File: src/rtl/lsu.sv
// -----------------------------------------------------------------------------
// lsu -- load/store unit, initiator side of the data-memory interface.
//
// Takes one load or store at a time from execute, rejects illegal width codes
// and misaligned addresses before anything reaches memory, drives a single
// cycle operation into the memory access unit, captures the registered result
// one cycle later, extends load data and returns a result or fault.
//
// Ports
//   clk, reset_n          clock, asynchronous active-low reset
//   req_valid/req_ready   request handshake (ready only in IDLE)
//   req_store             1 = store, 0 = load
//   req_funct3            RISC-V width code (LB/LH/LW/LBU/LHU, SB/SH/SW)
//   req_addr, req_wdata   byte address, store data
//   rsp_valid/rsp_ready   response handshake
//   rsp_rdata             extended load data (0 for stores and faults)
//   rsp_fault, rsp_cause  fault flag and cause (01 misaligned, 10 illegal,
//                         11 memory fault)
//   mem_op                {store, size}; 000 outside the access cycle
//   mem_addr, mem_in      memory address (latched), write data
//   mem_out, mem_fault    registered memory read data / fault
// -----------------------------------------------------------------------------
module lsu (
   input  logic        clk,
   input  logic        reset_n,
   input  logic        req_valid,
   output logic        req_ready,
   input  logic        req_store,
   input  logic [2:0]  req_funct3,
   input  logic [31:0] req_addr,
   input  logic [31:0] req_wdata,
   output logic        rsp_valid,
   input  logic        rsp_ready,
   output logic [31:0] rsp_rdata,
   output logic        rsp_fault,
   output logic [1:0]  rsp_cause,
   output logic [2:0]  mem_op,
   output logic [31:0] mem_addr,
   output logic [31:0] mem_in,
   input  logic [31:0] mem_out,
   input  logic        mem_fault
);

   typedef enum logic [1:0] {
      S_IDLE   = 2'b00,
      S_ACCESS = 2'b01,
      S_WAIT   = 2'b10,
      S_RESP   = 2'b11
   } state_t;

   localparam logic [1:0] CAUSE_NONE     = 2'b00;
   localparam logic [1:0] CAUSE_MISALIGN = 2'b01;
   localparam logic [1:0] CAUSE_ILLEGAL  = 2'b10;
   localparam logic [1:0] CAUSE_MEMFAULT = 2'b11;

   state_t      state_q;
   state_t      state_d;

   logic [31:0] addr_q;
   logic [31:0] wdata_q;
   logic        store_q;
   logic [2:0]  funct3_q;

   logic [31:0] rdata_q;
   logic        fault_q;
   logic [1:0]  cause_q;

   logic        req_legal;
   logic        req_misaligned;

   // Legal width codes: loads LB/LH/LW/LBU/LHU, stores SB/SH/SW only.
   function automatic logic funct3_legal(input logic store, input logic [2:0] f3);
      logic ok;
      if (store) begin
         ok = (f3 == 3'b000) || (f3 == 3'b001) || (f3 == 3'b010);
      end else begin
         ok = (f3 == 3'b000) || (f3 == 3'b001) || (f3 == 3'b010) ||
              (f3 == 3'b100) || (f3 == 3'b101);
      end
      return ok;
   endfunction

   // funct3[1:0] is the access size for every legal code.
   function automatic logic addr_misaligned(input logic [2:0] f3, input logic [1:0] lsb);
      logic mis;
      case (f3[1:0])
         2'b01:   mis = lsb[0];
         2'b10:   mis = (lsb != 2'b00);
         default: mis = 1'b0;
      endcase
      return mis;
   endfunction

   // Memory returns zero-extended data; signed loads widen it here.
   function automatic logic [31:0] extend_load(input logic [2:0] f3, input logic [31:0] data);
      logic signed [7:0]  byte_s;
      logic signed [15:0] half_s;
      logic signed [31:0] ext_s;
      byte_s = data[7:0];
      half_s = data[15:0];
      case (f3)
         3'b000:  ext_s = 32'(byte_s);
         3'b001:  ext_s = 32'(half_s);
         3'b100:  ext_s = signed'({24'd0, data[7:0]});
         3'b101:  ext_s = signed'({16'd0, data[15:0]});
         default: ext_s = data;
      endcase
      return ext_s;
   endfunction

   assign req_legal      = funct3_legal(req_store, req_funct3);
   assign req_misaligned = addr_misaligned(req_funct3, req_addr[1:0]);

   // State register: reset forces IDLE at once, which also drops mem_op
   // asynchronously if reset lands in the middle of an access.
   always_ff @(posedge clk or negedge reset_n) begin
      if (!reset_n) begin
         state_q <= S_IDLE;
      end else begin
         state_q <= state_d;
      end
   end

   always_comb begin
      state_d   = state_q;
      req_ready = 1'b0;
      rsp_valid = 1'b0;
      mem_op    = 3'b000;
      mem_in    = 32'd0;
      case (state_q)
         S_IDLE: begin
            req_ready = 1'b1;
            if (req_valid) begin
               // Rejected requests skip memory entirely: memory would
               // commit a misaligned store without complaint.
               if (!req_legal || req_misaligned) begin
                  state_d = S_RESP;
               end else begin
                  state_d = S_ACCESS;
               end
            end
         end
         S_ACCESS: begin
            mem_op  = {store_q, funct3_q[1:0]};
            mem_in  = wdata_q;
            state_d = S_WAIT;
         end
         S_WAIT: begin
            state_d = S_RESP;
         end
         S_RESP: begin
            rsp_valid = 1'b1;
            if (rsp_ready) begin
               state_d = S_IDLE;
            end
         end
         default: begin
            state_d = S_IDLE;
         end
      endcase
   end

   // Request latch and response registers.
   always_ff @(posedge clk or negedge reset_n) begin
      if (!reset_n) begin
         addr_q   <= 32'd0;
         wdata_q  <= 32'd0;
         store_q  <= 1'b0;
         funct3_q <= 3'b000;
         rdata_q  <= 32'd0;
         fault_q  <= 1'b0;
         cause_q  <= CAUSE_NONE;
      end else begin
         case (state_q)
            S_IDLE: begin
               if (req_valid) begin
                  addr_q   <= req_addr;
                  wdata_q  <= req_wdata;
                  store_q  <= req_store;
                  funct3_q <= req_funct3;
                  if (!req_legal) begin
                     rdata_q <= 32'd0;
                     fault_q <= 1'b1;
                     cause_q <= CAUSE_ILLEGAL;
                  end else if (req_misaligned) begin
                     rdata_q <= 32'd0;
                     fault_q <= 1'b1;
                     cause_q <= CAUSE_MISALIGN;
                  end
               end
            end
            S_WAIT: begin
               // mem_out/mem_fault here are the memory's registered
               // answer to the ACCESS cycle.
               if (mem_fault) begin
                  rdata_q <= 32'd0;
                  fault_q <= 1'b1;
                  cause_q <= CAUSE_MEMFAULT;
               end else if (store_q) begin
                  rdata_q <= 32'd0;
                  fault_q <= 1'b0;
                  cause_q <= CAUSE_NONE;
               end else begin
                  rdata_q <= extend_load(funct3_q, mem_out);
                  fault_q <= 1'b0;
                  cause_q <= CAUSE_NONE;
               end
            end
            S_RESP: begin
               if (rsp_ready) begin
                  rdata_q <= 32'd0;
                  fault_q <= 1'b0;
                  cause_q <= CAUSE_NONE;
               end
            end
            default: begin
            end
         endcase
      end
   end

   assign rsp_rdata = rdata_q;
   assign rsp_fault = fault_q;
   assign rsp_cause = cause_q;
   assign mem_addr  = addr_q;

endmodule
File: config.mk
export PLATFORM = sky130hd
export DESIGN_NAME = lsu
export DESIGN_NICKNAME = d
export VERILOG_FILES = /design/src/rtl/lsu.sv
export SDC_FILE = /design/constraint.sdc
export NUM_CORES = 1
export LEC_CHECK = 0
export CAP_MARGIN = 10
export CORE_UTILIZATION = 40
export CTS_CLUSTER_SIZE = 28
export DETAILED_ROUTE_END_ITERATION = 8
export PLACE_DENSITY = 0.78
export SYNTH_ARGS = -nofsm -noshare
export SYNTH_HDL_FRONTEND = slang
export SYNTH_SLANG_ARGS = --single-unit
File: constraint.sdc
create_clock -name clk -period 2.1 [get_ports clk]
set_clock_uncertainty 0.15 [all_clocks]
set_input_delay 0.315 -clock clk [delete_from_list [all_inputs] [get_ports clk]]
set_output_delay 0.315 -clock clk [all_outputs]
set_load 0.05 [all_outputs]
# ---- Word-level counts from Yosys, hierarchy flattened
# Cells that the tools add are included.
# Widths: inputs -> output; s select.
dict set report totals {
  regBits 105
  latchBits 0
  mem_bits_rw 0
  romBits 0
  input_bits 105
  output_inout_bits 104
  elab_cells 66
  memories 0
}
dict set report classes {
  n_addsub 0
  mul 0
  div 0
  order_cmp 0
  eq_ne 15
  n_shift 0
  muxes 29
  bitwise_logic 0
  reduce_logical 14
}
# cell n
set op_table {}
lappend op_table {{$mux 32} 7}
lappend op_table {{$pmux 32 s4} 1}
lappend op_table {{$pmux 32 s3} 1}
lappend op_table {{$mux 2} 7}
lappend op_table {{$eq 3x3->1 const B} 4}
lappend op_table {{$mux 1} 8}
lappend op_table {{$pmux 2 s4} 1}
lappend op_table {{$eq 2x2->1 const B} 3}
lappend op_table {{$eq 3x1->1 const B} 2}
lappend op_table {{$logic_not 3->1} 2}
lappend op_table {{$pmux 2 s3} 1}
lappend op_table {{$logic_or 1x1->1} 5}
lappend op_table {{$eq 2x1->1 const B} 2}
lappend op_table {{$ne 2x2->1 const B} 2}
lappend op_table {{$reduce_and 2->1} 2}
lappend op_table {{$reduce_and 4->1} 1}
lappend op_table {{$eq 3x2->1 const B} 1}
lappend op_table {{$mux 3} 1}
lappend op_table {{$ne 3x3->1 const B} 1}
lappend op_table {{$pmux 1 s3} 1}
lappend op_table {{$reduce_bool 3->1} 1}
lappend op_table {{$logic_not 2->1} 1}
lappend op_table {{$pmux 1 s2} 1}
lappend op_table {{$reduce_bool 2->1} 1}
lappend op_table {{$logic_not 1->1} 1}

# ---- Depth between registers and ports, before layout
# Gate-level depths: netlist of run 1.
dict set report depth {
  word_depth 11
  depth_mapped 9
  ltp_nobuf 7
}

# ---- Least setup slack after synthesis of run 1
# Ideal clock, no wire load.
dict set report synth_timing {
  path_type {register -> register}
  from {register state_q[0]}
  to {register rdata_q[30] (netlist: rsp_rdata[30])}
  setup_ns 0.121
  arrival_time_ns 2.122
  path_slack_ns -0.293
  path_stages_with_launch 10
  path_buffers 3
  period_less_slack_ns 2.393
  cell_sequence {dfrtp_1 > inv_1 > ha_1 > buf_2 > nand2_4 > o21bai_1 > a21o_1 > buf_6 > buf_6 > a22o_1}
}
dict set report synth_via {
  elab_chain_cells 3
}
# item line_no
set synth_lines {}
lappend synth_lines {{start: declaration} 56} ;# state_t state_q;
lappend synth_lines {{start signal: assignment} 120} ;# state_q <= state_d;
lappend synth_lines {{$eq 2x2->1 or $logic_not 2->1 (tied branches)} 174} ;# case (state_q)
lappend synth_lines {{$ne 2x2->1 (no line) (tied with other cells)} --}
lappend synth_lines {{$reduce_and 4->1 (no line)} --}
lappend synth_lines {{end signal: assignment} 204} ;# rdata_q <= extend_load(funct3_q, mem_out);
lappend synth_lines {{end: declaration} 64} ;# logic [31:0] rdata_q;
# Parallel ways exist; a longest one is shown, timed or not.
# A chain may end at the register's enable or synchronous reset.

# ---- Final worst setup path of run 1
dict set report layout_timing {
  from {register state_q[0]}
  to {register rdata_q[20] (netlist: rsp_rdata[20])}
}
# Same word-level chain as after synthesis.

==> results of run 1 <==
==> registers in the layout, indices dropped and copies added, names as in the netlist <==
name,count
rsp_rdata,32
store_q,1
mem_addr,32
rsp_cause,2
state_q,2
wdata_q,32
rsp_fault,1
funct3_q,3
==> final cells by class <==
type	count	area [um2]
fill	782	3234
inverter	6	22.52
sequential	105	2628
tap	140	175.2
clock inverter	5	85.08
multi-input combinational	212	1833
clock buffer	11	252.7
timing repair buffer	234	2705
==> where the power goes <==
group          total (mW)  switching [mW]  internal (mW)  leakage [nW]
logic                8.53            4.89           3.64          1.90
registers            3.63           0.578           3.05          1.30
clock network        1.87           0.753           1.12         0.163
total                14.0            6.22           7.80          3.37
==> cell families after synthesis <==
family          after synthesis
buf+inv                      27
mux                          69
fa+ha+maj                     7
simple gates                 77
compound gates               58
flops                       105
==> path summary, 6_finish.rpt <==
path,slack [ns],startpoint,cells after the start,to
hold / removal,0.18,req_funct3[0],3,funct3_q[0]
setup reg to reg,0.08,state_q[0],5,rsp_rdata[20]
min in group asynchronous,0.26,reset_n,2,rsp_rdata[20]
max in group asynchronous,0.85,reset_n,3,mem_addr[21]
hold reg to reg,0.35,wdata_q[15],1,wdata_q[15]
setup / recovery,0.08,state_q[0],5,rsp_rdata[20]
==> cell usage after synthesis (2+ instances only) <==
cell type and n:
buf_2 8, o21bai_1 2, buf_6 5, mux2_2 68, a21oi_2 2, and2_1 35
inv_1 6, a22o_1 32, dfrtp_1 105, clkbuf_1 7, o21ai_0 12, ha_1 7
nand2b_1 16, nand2_1 16, nor2_1 4
==> per-layer routing <==
metal | wire length, um | GRT usage, % | part of all wire (%) | vias to the layer above
met5 | 0 | 0 | 0 | -
met4 | 237 | 7.915 | 2.0 | 0
met3 | 842 | 5.184 | 7.1 | 17
met2 | 6334 | 36.39 | 53 | 125
met1 | 4426 | 23.29 | 37 | 1768
li1 | - | - | - | 1648
==> worst min-delay path, cell delays in order <==
cell and delay, ns:
dlymetal6s2s_1 0.14, inv_2 0.08, o21ai_0 0.09
==> repair_timing <==
action / 4_1_cts / 5_1_grt
endpoints found under the hold margin: 46 / 0
gates resized for setup: 3 / 18
endpoints found under the setup margin: 62 / 72
pin swaps: 2 / 5
setup buffers: 2 / 3
cloned: 0 / 2
hold buffers: 1 / 0
==> results_dict.tcl, run 1 <==
set metrics [dict create \
    final_cells 713 \
    final.setup.tns_ns 0 \
    crit_buf_inv 0 \
    diodes 0 \
    final_cell_mix "clkdlybuf4s50_1 (168), dfrtp_1 (105), mux2_2 (65)" \
    synth-xor-area-share_pct 0 \
    antenna_found_initial 0 \
    yosys.area_share.simple_pct 9.719 \
    grt_pass1_vias 3764 \
    grt_usage_pct 20.41 \
    slowest_delay_ns 0.46 \
    synth_edf_count 0 \
    clk_pin_slew_ns 0.07 \
    crit_chain "ha_2, nor2b_1, nand4b_1, a21oi_4, a22o_1" \
    nets 680 \
    routabilityCongestion 0.7463 \
    fin_hold_ws_ns 0.1824 \
    synth_top_flop_cell "dfrtp_1" \
    synth_cells 343 \
    min_period_ns 2.019 \
    synth_largest_area_cell "dfrtp_1" \
    layout-drive-gt1-share_pct 28.10 \
    clock_path_buffers 2 \
    dp.cells 689 \
    arrival_ns 2.14 \
    final_area_um2 7701 \
    fin_crit_sh_pct 96.15 \
    power.total_mw 14.02 \
    cts-root-buf "clkbuf_16" \
    wl_per_cell_um 16.61 \
    drtIter0Drc 110 \
    crit_fanout 16 \
    path_delay_family "compound AO/OA/AOI/OAI gates" \
    die_height_um 108.6 \
    synth_cell_types 33 \
    outcome "complete, no violations" \
    final_core_util_pct 70.42 \
    relSlewSlack_pct 62.90 \
    hpwl_mm 8.720 \
    cts_made_buffers 9 \
    insertion_delay_ns 0.34 \
    setup_viol 0 \
    vias 3558 \
    leakage_nw 3.365 \
    grt_pass1_wl_mm 18.47 \
    num_rows 38 \
    power.density_nw_per_um2 1821 \
    worstSetupEndpointType "register" \
    crit_slowest_cell "dfrtp_1" \
    fmax_ghz 0.4953 \
    dr.pass1.iters 4 \
    core_area_um2 10940 \
    route.detailed.drc 0 \
    placed_cell_area_um2 7201 \
    start_util_pct 41.56 \
    finalHoldViolations 0 \
    drt-total-wl_mm 11.84 \
    cts_tree "built" \
    synth_area_um2 4544 \
    boundaryPins 209 \
    worstSetupStartpointType "register" \
    via_per_inst 4.990 \
    syn_nets 455 \
    async_reset_ff_share_pct 100.0 \
    synthAdderAreaFrac_pct 1.927 \
    synth_top_area_share_pct 57.82 \
    synthMuxAreaShare_pct 17.07 \
    ys_seq_elements 105 \
    fp.dieW_um 108.6 \
    ys.warnings.count 0 \
    htree_levels 3 \
    synth_compound_area_share_pct 10.19 \
    yosysSeqAreaShare_pct 57.82 \
    crit_required_ns 2.22 \
    grt_max_degree 45 \
    avgSynthCellArea_um2 13.25 \
    hold_path_class "input pin to register" \
    pre_cts_ws_ns -0.5074 \
    cts.sinks 105 \
    maxCapViolCount 0 \
    ir_drop_v 0.001093 \
    layout_commonest_cell "clkdlybuf4s50_1" \
    yosys-top-cells-area "dfrtp_1 (58%), mux2_2 (17%), a22o_1 (6.2%), and2_1 (4.8%), nand2b_1 (2.2%)" \
    tightest_slew_ns 0.5547 \
    dieArea_um2 11790 \
    area.growth.synth_to_final_pct 69.47 \
    setup_slack_ns 0.08083 \
    io_buffers 208 \
    path_class "register to register" \
    synth_top_family_by_area "multiplexers" \
    overflow 0 \
    final_max_slew_viol_count 0 \
    ant_nets 0 \
]
Power figures use the tool's default switching activity.
==> run 2: changes to the inputs <==
- DONT_BUFFER_PORTS: default -> 1
- PLACE_DENSITY: 0.78 -> default
- SETUP_SLACK_MARGIN: default -> 0.05
==> run 2 against run 1 <==
- the flow now finishes with violations (negative hold slack)
- count of clock-buffer cells in the layout up 3
- first-iteration DRC count rose by 87%
- maximum frequency up 0.45%
- sequential power grew 66%
- clock power is 16% lower
- power decreased by 13%
- global-route usage fell by 1.6 points
- highest routed layer unchanged
==> results_dict.tcl, run 2 (synthesis results as in run 1) <==
set metrics [dict create \
    outcome "finished, violations left" \
    violations "negative hold slack" \
    setup_slack_ns 0.08994 \
    die_height_um 108.6 \
    grt_max_degree 106 \
    finalHoldViolations 105 \
    dr.pass1.iters 4 \
    crit_required_ns 1.63 \
    final_area_um2 6559 \
    tightest_slew_ns 0.5237 \
    drtIter0Drc 206 \
    route.detailed.drc 0 \
    cts-root-buf "clkbuf_16" \
    final_core_util_pct 59.98 \
    io_buffers 0 \
    routabilityCongestion 0.7011 \
    hold_buffers 73 \
    power.density_nw_per_um2 1861 \
    grt_usage_pct 18.81 \
    dieArea_um2 11790 \
    final.setup.tns_ns 0 \
    start_util_pct 41.56 \
    layout-drive-gt1-share_pct 34.06 \
    final_cells 601 \
    vias 3087 \
    cts_tree "built" \
    fillerInstances 843 \
    min_period_ns 2.010 \
    area.growth.synth_to_final_pct 44.33 \
    grt_pass1_vias 3298 \
    clk_pin_slew_ns 0.07 \
    clock_path_buffers 2 \
    reg2reg_slack_ns 0.13 \
    insertion_delay_ns 0.34 \
    nets 568 \
    power.total_mw 12.21 \
    ant_nets 0 \
    fp.dieW_um 108.6 \
    setup_viol 0 \
    worstRegToRegCells 7 \
    pre_cts_ws_ns -0.04863 \
    leakage_nw 2.904 \
    hpwl_mm 7.113 \
    cts.sinks 105 \
    hold_path_class "input pin to asynchronous set/reset pin" \
    htree_levels 3 \
    worstSetupEndpointType "primary output" \
    wl_per_cell_um 18.00 \
    cts_made_buffers 9 \
    maxCapViolCount 0 \
    drt-total-wl_mm 10.82 \
    rsz0062_at_grt "true" \
    fmax_ghz 0.4975 \
    boundaryPins 209 \
    timing.rr.start "state_q[0]" \
    r2r_end "rsp_rdata[22]" \
    antenna_found_initial 0 \
    crit_fanout 27 \
    dp.cells 508 \
    worstSetupStartpointType "register" \
    placed_cell_area_um2 5429 \
    final_max_slew_viol_count 0 \
    core_area_um2 10940 \
    ir_drop_v 0.0009344 \
    path_class "register to primary output" \
    diodes 0 \
    via_per_inst 5.136 \
    overflow 0 \
    grt_pass1_wl_mm 16.75 \
    fin_crit_sh_pct 95.72 \
    fin_hold_ws_ns -0.4818 \
    layout_commonest_cell "dfrtp_1" \
    relSlewSlack_pct 65.09 \
    final_cell_mix "dfrtp_1 (103), dlygate4sd3_1 (73), mux2_2 (68)" \
    arrival_ns 1.55 \
    num_rows 38 \
]
==> run 2: worst max-delay path, stage by stage (launching register included) <==
cell	delay, ns
dfrtp_2	0.43
inv_2	0.11
ha_4	0.16
buf_12	0.15
and2_1	0.19
buf_12	0.15
==> run 2: metal layers <==
layer / track usage, % / wire [um]
met1: 21.92 / 4239
met2: 30.79 / 5260
met3: 6.992 / 1117
met4: 8.494 / 202
met5: 0 / 0
==> run 2: layout make-up <==
| type | count | area, um2 | area share [%] |
|---|---|---|---|
| sequential | 105 | 2630 | 40.10 |
| timing repair buffer | 123 | 1607 | 24.49 |
| inverter | 6 | 22.52 | 0.3434 |
| multi-input combinational | 211 | 1848 | 28.18 |
| clock buffer | 14 | 264.0 | 4.025 |
| clock inverter | 2 | 12.51 | 0.1908 |
| tap | 140 | 175.2 | 2.671 |
==> run 2: how the worst max path moves through the flow <==
stage	startpoint	slack (ns)	depth (start not counted)	end
6_report	state_q[1]	0.09	5	mem_in[11]
5_1_grt	state_q[1]	0.02	5	mem_in[16]
4_1_cts	state_q[1]	0.05	5	mem_in[11]
3_5_place_dp	req_funct3[0]	-0.05	7	rsp_rdata[31]
3_3_place_gp	req_funct3[0]	0.03	7	rsp_rdata[10]
2_1_floorplan	state_q[1]	0.06	9	rsp_rdata[30]
==> run 2: timing repair <==
item | CTS | global route
hold endpoints to repair | 178 | 105
pin swaps | 0 | 1
setup endpoints to repair | 51 | 67
resized for setup | 5 | 17
buffers inserted | 0 | 4
==> run 2: power breakdown <==
| group | total (mW) | switching (mW) | leakage (nW) | internal, mW |
|---|---|---|---|---|
| combinational | 4.63 | 2.21 | 1.47 | 2.42 |
| clock | 1.57 | 0.697 | 0.133 | 0.869 |
| sequential | 6.01 | 3.00 | 1.30 | 3.01 |
| total | 12.2 | 5.90 | 2.90 | 6.30 |
==> run 3: changes to the inputs <==
- CTS_CLUSTER_DIAMETER: default -> 200
- SLEW_MARGIN: default -> 0
==> results of run 3 <==
Same layout as run 2: the final DEF is identical, and so are final timing and power.
